[src/rtl/decode_pkg.sv]
// Shared decode definitions: RV32I opcode constants, ALU function codes,
// operand-select encodings and the decoded control bundle.
package decode_pkg;

    localparam logic [6:0] OPC_OP_IMM = 7'b0010011;
    localparam logic [6:0] OPC_OP     = 7'b0110011;
    localparam logic [6:0] OPC_LUI    = 7'b0110111;
    localparam logic [6:0] OPC_AUIPC  = 7'b0010111;

    localparam logic [6:0] F7_BASE = 7'b0000000;
    localparam logic [6:0] F7_ALT  = 7'b0100000;

    typedef enum logic [2:0] {
        ALU_ADD  = 3'd0,
        ALU_SLL  = 3'd1,
        ALU_SLT  = 3'd2,
        ALU_SLTU = 3'd3,
        ALU_XOR  = 3'd4,
        ALU_SR   = 3'd5,
        ALU_OR   = 3'd6,
        ALU_AND  = 3'd7
    } alu_func_e;

    typedef enum logic [1:0] {
        SEL_A_RS1 = 2'd0,
        SEL_A_PC  = 2'd1,
        SEL_A_IMM = 2'd2
    } sel_a_e;

    localparam logic SEL_B_RS2 = 1'b0;
    localparam logic SEL_B_IMM = 1'b1;

    typedef struct packed {
        alu_func_e func;
        logic      control;
        sel_a_e    sel_a;
        logic      sel_b;
        logic      reg_write;
        logic      illegal;
    } ctrl_t;

endpackage

[src/rtl/decode_stage_imm_gen.sv]
// Immediate extraction for the supported RV32I formats (I, shift-I, U).
module imm_gen
    import decode_pkg::*;
(
    input  logic [6:0]  opcode,
    input  logic [31:12] upper,
    output logic [31:0] imm
);

    logic [2:0] funct3;

    assign funct3 = upper[14:12];

    always_comb begin
        imm = '0;
        case (opcode)
            OPC_OP_IMM: begin
                if (funct3 == 3'd1 || funct3 == 3'd5)
                    imm = {27'd0, upper[24:20]};
                else
                    imm = {{20{upper[31]}}, upper[31:20]};
            end
            OPC_LUI, OPC_AUIPC: imm = {upper[31:12], 12'd0};
            default:            imm = '0;
        endcase
    end

endmodule

[src/rtl/decode_stage.sv]
// RV32I decode stage: single-entry valid/ready output register holding the
// decoded ALU control bundle, plus a saturating illegal-instruction counter.
module decode_stage
    import decode_pkg::*;
(
    input  logic        clk,
    input  logic        rst,
    input  logic        in_valid,
    output logic        in_ready,
    input  logic [31:0] in_instr,
    input  logic [31:0] in_pc,
    input  logic        flush,
    output logic        out_valid,
    input  logic        out_ready,
    output logic [31:0] out_pc,
    output logic [4:0]  out_rs1,
    output logic [4:0]  out_rs2,
    output logic [4:0]  out_rd,
    output logic [31:0] out_imm,
    output logic [2:0]  out_alu_func,
    output logic        out_alu_control,
    output logic [1:0]  out_sel_a,
    output logic        out_sel_b,
    output logic        out_reg_write,
    output logic        out_illegal,
    output logic [7:0]  illegal_count
);

    logic [6:0]  opcode;
    logic [2:0]  funct3;
    logic [6:0]  funct7;
    logic [31:0] dec_imm;
    ctrl_t       dec;
    ctrl_t       ctl_q;
    logic        valid_q;
    logic        accept;
    logic [31:0] pc_q;
    logic [31:0] imm_q;
    logic [4:0]  rs1_q, rs2_q, rd_q;
    logic [7:0]  cnt_q;

    assign opcode = in_instr[6:0];
    assign funct3 = in_instr[14:12];
    assign funct7 = in_instr[31:25];

    imm_gen u_imm_gen (
        .opcode (opcode),
        .upper  (in_instr[31:12]),
        .imm    (dec_imm)
    );

    always_comb begin
        dec = '{func: ALU_ADD, control: 1'b0, sel_a: SEL_A_RS1,
                sel_b: SEL_B_RS2, reg_write: 1'b0, illegal: 1'b0};
        case (opcode)
            OPC_OP_IMM: begin
                dec.func      = alu_func_e'(funct3);
                dec.sel_b     = SEL_B_IMM;
                dec.reg_write = 1'b1;
                if (funct3 == 3'd5 && funct7 == F7_ALT)
                    dec.control = 1'b1;
                else if ((funct3 == 3'd1 || funct3 == 3'd5) && funct7 != F7_BASE)
                    dec.illegal = 1'b1;
            end
            OPC_OP: begin
                dec.func      = alu_func_e'(funct3);
                dec.reg_write = 1'b1;
                if (funct7 == F7_ALT) begin
                    if (funct3 == 3'd5) dec.control = 1'b1;
                    else                dec.illegal = 1'b1;
                end else if (funct7 != F7_BASE) begin
                    dec.illegal = 1'b1;
                end
            end
            OPC_LUI: begin
                dec.sel_a     = SEL_A_IMM;
                dec.sel_b     = SEL_B_IMM;
                dec.control   = 1'b1;
                dec.reg_write = 1'b1;
            end
            OPC_AUIPC: begin
                dec.sel_a     = SEL_A_PC;
                dec.sel_b     = SEL_B_IMM;
                dec.reg_write = 1'b1;
            end
            default: dec.illegal = 1'b1;
        endcase
        // Illegal bundles still travel downstream but must have no side effects.
        if (dec.illegal) begin
            dec.func      = ALU_ADD;
            dec.control   = 1'b0;
            dec.reg_write = 1'b0;
        end
        if (in_instr[11:7] == 5'd0)
            dec.reg_write = 1'b0;
    end

    assign in_ready = (!valid_q || out_ready) && !flush;
    assign accept   = in_valid && in_ready;

    always_ff @(posedge clk) begin
        if (rst) begin
            valid_q <= 1'b0;
            pc_q    <= '0;
            imm_q   <= '0;
            rs1_q   <= '0;
            rs2_q   <= '0;
            rd_q    <= '0;
            ctl_q   <= '0;
            cnt_q   <= '0;
        end else begin
            if (flush) begin
                valid_q <= 1'b0;
            end else if (accept) begin
                valid_q <= 1'b1;
                pc_q    <= in_pc;
                imm_q   <= dec_imm;
                rs1_q   <= in_instr[19:15];
                rs2_q   <= in_instr[24:20];
                rd_q    <= in_instr[11:7];
                ctl_q   <= dec;
            end else if (out_ready) begin
                valid_q <= 1'b0;
            end
            // A flushed bundle is discarded, so its handshake does not count.
            if (valid_q && out_ready && ctl_q.illegal && !flush && cnt_q != 8'hFF)
                cnt_q <= cnt_q + 8'd1;
        end
    end

    assign out_valid       = valid_q;
    assign out_pc          = pc_q;
    assign out_rs1         = rs1_q;
    assign out_rs2         = rs2_q;
    assign out_rd          = rd_q;
    assign out_imm         = imm_q;
    assign out_alu_func    = ctl_q.func;
    assign out_alu_control = ctl_q.control;
    assign out_sel_a       = ctl_q.sel_a;
    assign out_sel_b       = ctl_q.sel_b;
    assign out_reg_write   = ctl_q.reg_write;
    assign out_illegal     = ctl_q.illegal;
    assign illegal_count   = cnt_q;

endmodule

[config.mk]
export PLATFORM = sky130hd
export DESIGN_NAME = decode_stage
export DESIGN_NICKNAME = d
export VERILOG_FILES = /design/src/rtl/decode_pkg.sv /design/src/rtl/decode_stage_imm_gen.sv /design/src/rtl/decode_stage.sv
export SDC_FILE = /design/constraint.sdc
export NUM_CORES = 1
export LEC_CHECK = 0
export BUFFER_PORTS_ARGS = -buffer_cell sky130_fd_sc_hd__buf_2
export CORE_MARGIN = 2
export CORE_UTILIZATION = 45
export CTS_CLUSTER_SIZE = 16
export DETAILED_ROUTE_END_ITERATION = 12
export PLACE_DENSITY = 0.84
export RECOVER_POWER = 100
export SLEW_MARGIN = 25
export SYNTH_ARGS = -nofsm -noshare
export SYNTH_HDL_FRONTEND = slang
export SYNTH_HIERARCHICAL = 1
export SYNTH_SLANG_ARGS = --single-unit
[constraint.sdc]
create_clock -name clk -period 2.1 [get_ports clk]
set_input_delay 0.42 -clock clk [delete_from_list [all_inputs] [get_ports clk]]
set_output_delay 0.42 -clock clk [all_outputs]
set_load 0.005 [all_outputs]
==> impl_summary.md <==
Run status
The run finished with clean final reports.

Floorplan
After floorplanning, the core was divided into 34 placement rows. Once the floorplan was initialized, standard cells occupied 46.2% of the core. The vertical die dimension is 98.4 um.

The horizontal die dimension is 98.4 um. The region available for standard cell placement spans 8680 um^2. The number of placed I/O pins is 167. The area of the die is 9680 um^2.

Timing
The maximum clock frequency is between 0.5 and 0.6 GHz. The headroom to the max-slew limit is 56.5%. The worst setup margin is 0.363 ns. The clock period minus final worst setup slack is 1.74 ns. Clock skew on the completed layout was measured at ~0.011 ns. The hold violation total from the final report is 0.

Hold timing on the final database bottoms out at a slack of approximately 0.29 ns. The slew at the pin with the worst max-slew slack is 0.648 ns. Setup violations remaining at the end of the flow were counted as 0. Setup repair after global routing left no endpoint under its margin. The final critical path takes up between 80 and 90% of the cycle. The number of pins exceeding their max-slew limit in the final report is 0. The sum of negative setup slack is 0 ns.

Clock tree
The H-tree level count is 3. The clock latency reported for the late side of the worst-skew pair is 0.36 ns. The number of buffers on the longest clock path is 2.

TritonCTS built the clock tree. The number of clock buffers added by TritonCTS is 9. The sink count of the clock tree is 97. The number of hold buffers added after cts is 0. The quantity of gates resized following cts is 0. CTS placed an instance of sky130_fd_sc_hd__clkbuf_8 at the clock tree root. Clock-pin slew was measured on the worst setup and hold paths at 0.10 ns. Once the clock tree was built, the setup fixing pass inserted 0 buffers.

Worst setup path
The worst register-to-register path begins at out_valid$_SDFFE_PP0P_. STA classifies the critical path startpoint as a flip-flop. The endpoint type of the worst setup path is a flip-flop. The signal on the critical path passes through nor2b_1, nor3_1, buf_12, nand2_1, o31ai_1. The critical path's largest stage delay is 0.51 ns. The category of the critical setup timing path is reg2reg. The worst register-to-register path has a setup slack of 0.36 ns.

The required time at the endpoint of the critical path is 2.37 ns. The maximum fanout encountered on the critical timing path is 54. The start point of the critical path is out_valid$_SDFFE_PP0P_. The data arrival time at the worst-slack endpoint is 2.01 ns. The library cell contributing the largest single delay on the critical path is sky130_fd_sc_hd__nor3_1.

Power and ir drop
The clock network accounts for 36.0% of the total power. Summed over all nets, the switching power comes to 0.934 mW. The total design power is 3.53 mW. The fraction of power consumed by sequential logic is around 54%. Power spread over the standard cell area amounts to 700 nW/um^2. The proportion of power drawn by combinational gates is 10.0%. The internal power summed over all cells is between 2 and 3 mW. The fraction of power spent switching nets is 26.4%. The peak ir drop on the vdd network is roughly 0.00038 V. The analysis attributes to cell leakage a power of 2.04 nW.

Synth
The average size of a mapped cell is approximately 7.8 um^2. The count of state elements after synthesis is 97. Counting every net in the synthesized netlist gives 585. Counting flops with a built-in enable in the synthesized netlist gives 0.

The synthesized design devotes to its leading area cell type 48.4% of total area. The number of distinct library cell variants in the gate-level netlist after synthesis is 43. The commonest cells after synthesis are sky130_fd_sc_hd__nand2_1 (188), sky130_fd_sc_hd__dfxtp_1 (97), sky130_fd_sc_hd__a21oi_1 (96). The cell area after synthesis is 4010 um^2. The proportion of synthesized flip-flops having asynchronous set or reset is 0%. Counting every instance in the synthesized netlist gives 515. In the synthesized netlist the dominant register cell turns out to be sky130_fd_sc_hd__dfxtp_1. sky130_fd_sc_hd__dfxtp_1 takes more of the synthesized area than any other cell.

The portion of the post-synthesis area used by sequential elements is 48.4%. In the post-synthesis netlist, the biggest area contributors are sky130_fd_sc_hd__dfxtp_1 (48%), sky130_fd_sc_hd__nand2_1 (18%), sky130_fd_sc_hd__a21oi_1 (12%). Among all cell types in the netlist, the one instantiated most often is sky130_fd_sc_hd__nand2_1. For this run, the number of Yosys warnings is 6.

Placed design
Summing all placed instances gives a cell area of between 4000 and 5000 um^2. Including well taps, the total number of placed cells is 762. Buffers placed on the I/O ports in this run total around 170. Detailed placement finished with a half-perimeter wire length of between 7000 and 8000 um. At the end of routability-driven placement, the weighted congestion stood at 0.863. Before CTS, the worst setup slack after placement is approximately 0.26 ns.

Hold path
The min-delay analysis places its worst path in the category in2reg. The worst hold path startpoint is flush.

Finish
The number of antenna diodes in the final layout is 0. The final layout contains 735 nets. For this run, the share of the core covered by cells in the final layout is approximately three fifths.

The final cell count without fillers is 778. The area overhead of the layout relative to synthesis is 25.7%. The share of layout cells above drive strength 1 is 23.4%. Summing all non-filler instances in the final layout gives an area of 5040 um^2.

Drt
Once detail routing completed, the nets flagged for antenna violations numbered 0. The average wire length per cell after detail routing is 14.1 um. Using the TritonRoute via totals, the vias-per-cell ratio works out to 5.20. For this block, the routed nets add up to 11000 um of wire. The detailed router finished its first iteration with 160 violations. The total DRC errors in the routed layout is 0.

Before antenna repair, the detailed router went through 4 iterations. The count of vias placed by the detailed router is 4043.

Job
The total of max-cap violations is 0.

GRT
The via count of the first global-routing pass is roughly 3800. The number of antenna violations at the first check in global routing is 0. Entering global routing, the biggest net connects 55 pins. The first-pass GRT wire length is 17800 um. The overflow left after global routing is 0. The global routing usage summed across all routing layers is 22.3%.
==> routing by layer <==
layer	GRT usage, %	vias up	wire length [um]
met5	0	-	0
met4	8.96	0	282
met3	6.16	24	887
met2	36.4	153	5190
met1	27.8	1864	4600
li1	-	2002	-
==> layout by cell type (no fill, tap or decap), types with 2 or more instances in the layout <==
cell                         instances
sky130_fd_sc_hd__nand2_1           188
sky130_fd_sc_hd__buf_2             113
sky130_fd_sc_hd__dfxtp_1            97
sky130_fd_sc_hd__a21oi_1            96
sky130_fd_sc_hd__clkbuf_1           52
sky130_fd_sc_hd__and3_1             10
sky130_fd_sc_hd__nor2_1              9
sky130_fd_sc_hd__clkbuf_8            9
sky130_fd_sc_hd__a21oi_2             9
sky130_fd_sc_hd__inv_1               8
sky130_fd_sc_hd__buf_4               8
sky130_fd_sc_hd__xnor2_1             5
sky130_fd_sc_hd__a211oi_1            5
sky130_fd_sc_hd__and2_1              5
sky130_fd_sc_hd__nand2b_1            4
sky130_fd_sc_hd__nand3_1             4
sky130_fd_sc_hd__nand4b_1            3
sky130_fd_sc_hd__nor4_1              3
sky130_fd_sc_hd__o31ai_1             3
sky130_fd_sc_hd__inv_8               3
sky130_fd_sc_hd__buf_12              3
sky130_fd_sc_hd__nor3_1              2
sky130_fd_sc_hd__nand3_4             2
sky130_fd_sc_hd__a31oi_1             2
sky130_fd_sc_hd__nand3b_1            2
sky130_fd_sc_hd__nor2_4              2
sky130_fd_sc_hd__o21ai_0             2
sky130_fd_sc_hd__o21ai_1             2
sky130_fd_sc_hd__clkinvlp_4          2
==> final timing paths <==
| kind | cells past startpoint | end |
|---|---|---|
| setup reg to reg | 5 | out_alu_control$_SDFFE_PP0P_ |
| hold reg to reg | 2 | out_alu_func[0]$_SDFFE_PP0P_ |
| setup / recovery | 5 | out_alu_control$_SDFFE_PP0P_ |
| hold / removal | 2 | out_valid$_SDFFE_PP0P_ |
==> registers in the layout, summed over array words and instances, names as in the netlist, 2 cells and up <==
register,flops
out_rs2,5
out_pc,32
out_rd,5
illegal_count,8
out_imm,32
out_alu_func,3
out_rs1,5
out_sel_a,2
==> final cells by class <==
cell class,instances,area [um^2]
clock buffers,9,124
clock inverters,7,87.6
fillers,845,3640
inverters,8,30.0
multi-input cells,373,1840
flip-flops and latches,97,1940
well taps,108,135
repair buffers,176,881
==> cells by family after synthesis <==
| family | Yosys count | synth area share [%] |
|---|---|---|
| adders and majority gates | 1 | 0.312 |
| AOI/OAI and AO/OA | 124 | 18.0 |
| and+or+nand+nor | 242 | 26.6 |
| DFF | 97 | 48.4 |
| buffers and inverters | 45 | 5.27 |
| muxes | 1 | 0.250 |
| xor gates and xnor gates | 5 | 1.09 |
==> critical path, delay by kind of cell (launching register included) <==
kind                   cells  cell delay [ns]
buffers and inverters      1             0.32
DFF                        1             0.35
AOI/OAI and AO/OA          1             0.22
and+or+nand+nor            3             0.76
==> power by group through the flow <==
| stage | Sequential, mW | Combinational (mW) | Clock, mW |
|---|---|---|---|
| finish | 1.91 | 0.352 | 1.27 |
| global route | 1.91 | 0.391 | 1.38 |
| CTS | 1.91 | 0.361 | 1.31 |
| detailed placement | 1.95 | 0.360 | 0 |
| global placement | 1.95 | 0.349 | 0 |
| floorplan | 1.95 | 0.176 | 0 |
Note: power is estimated with default switching activity, not from simulation.
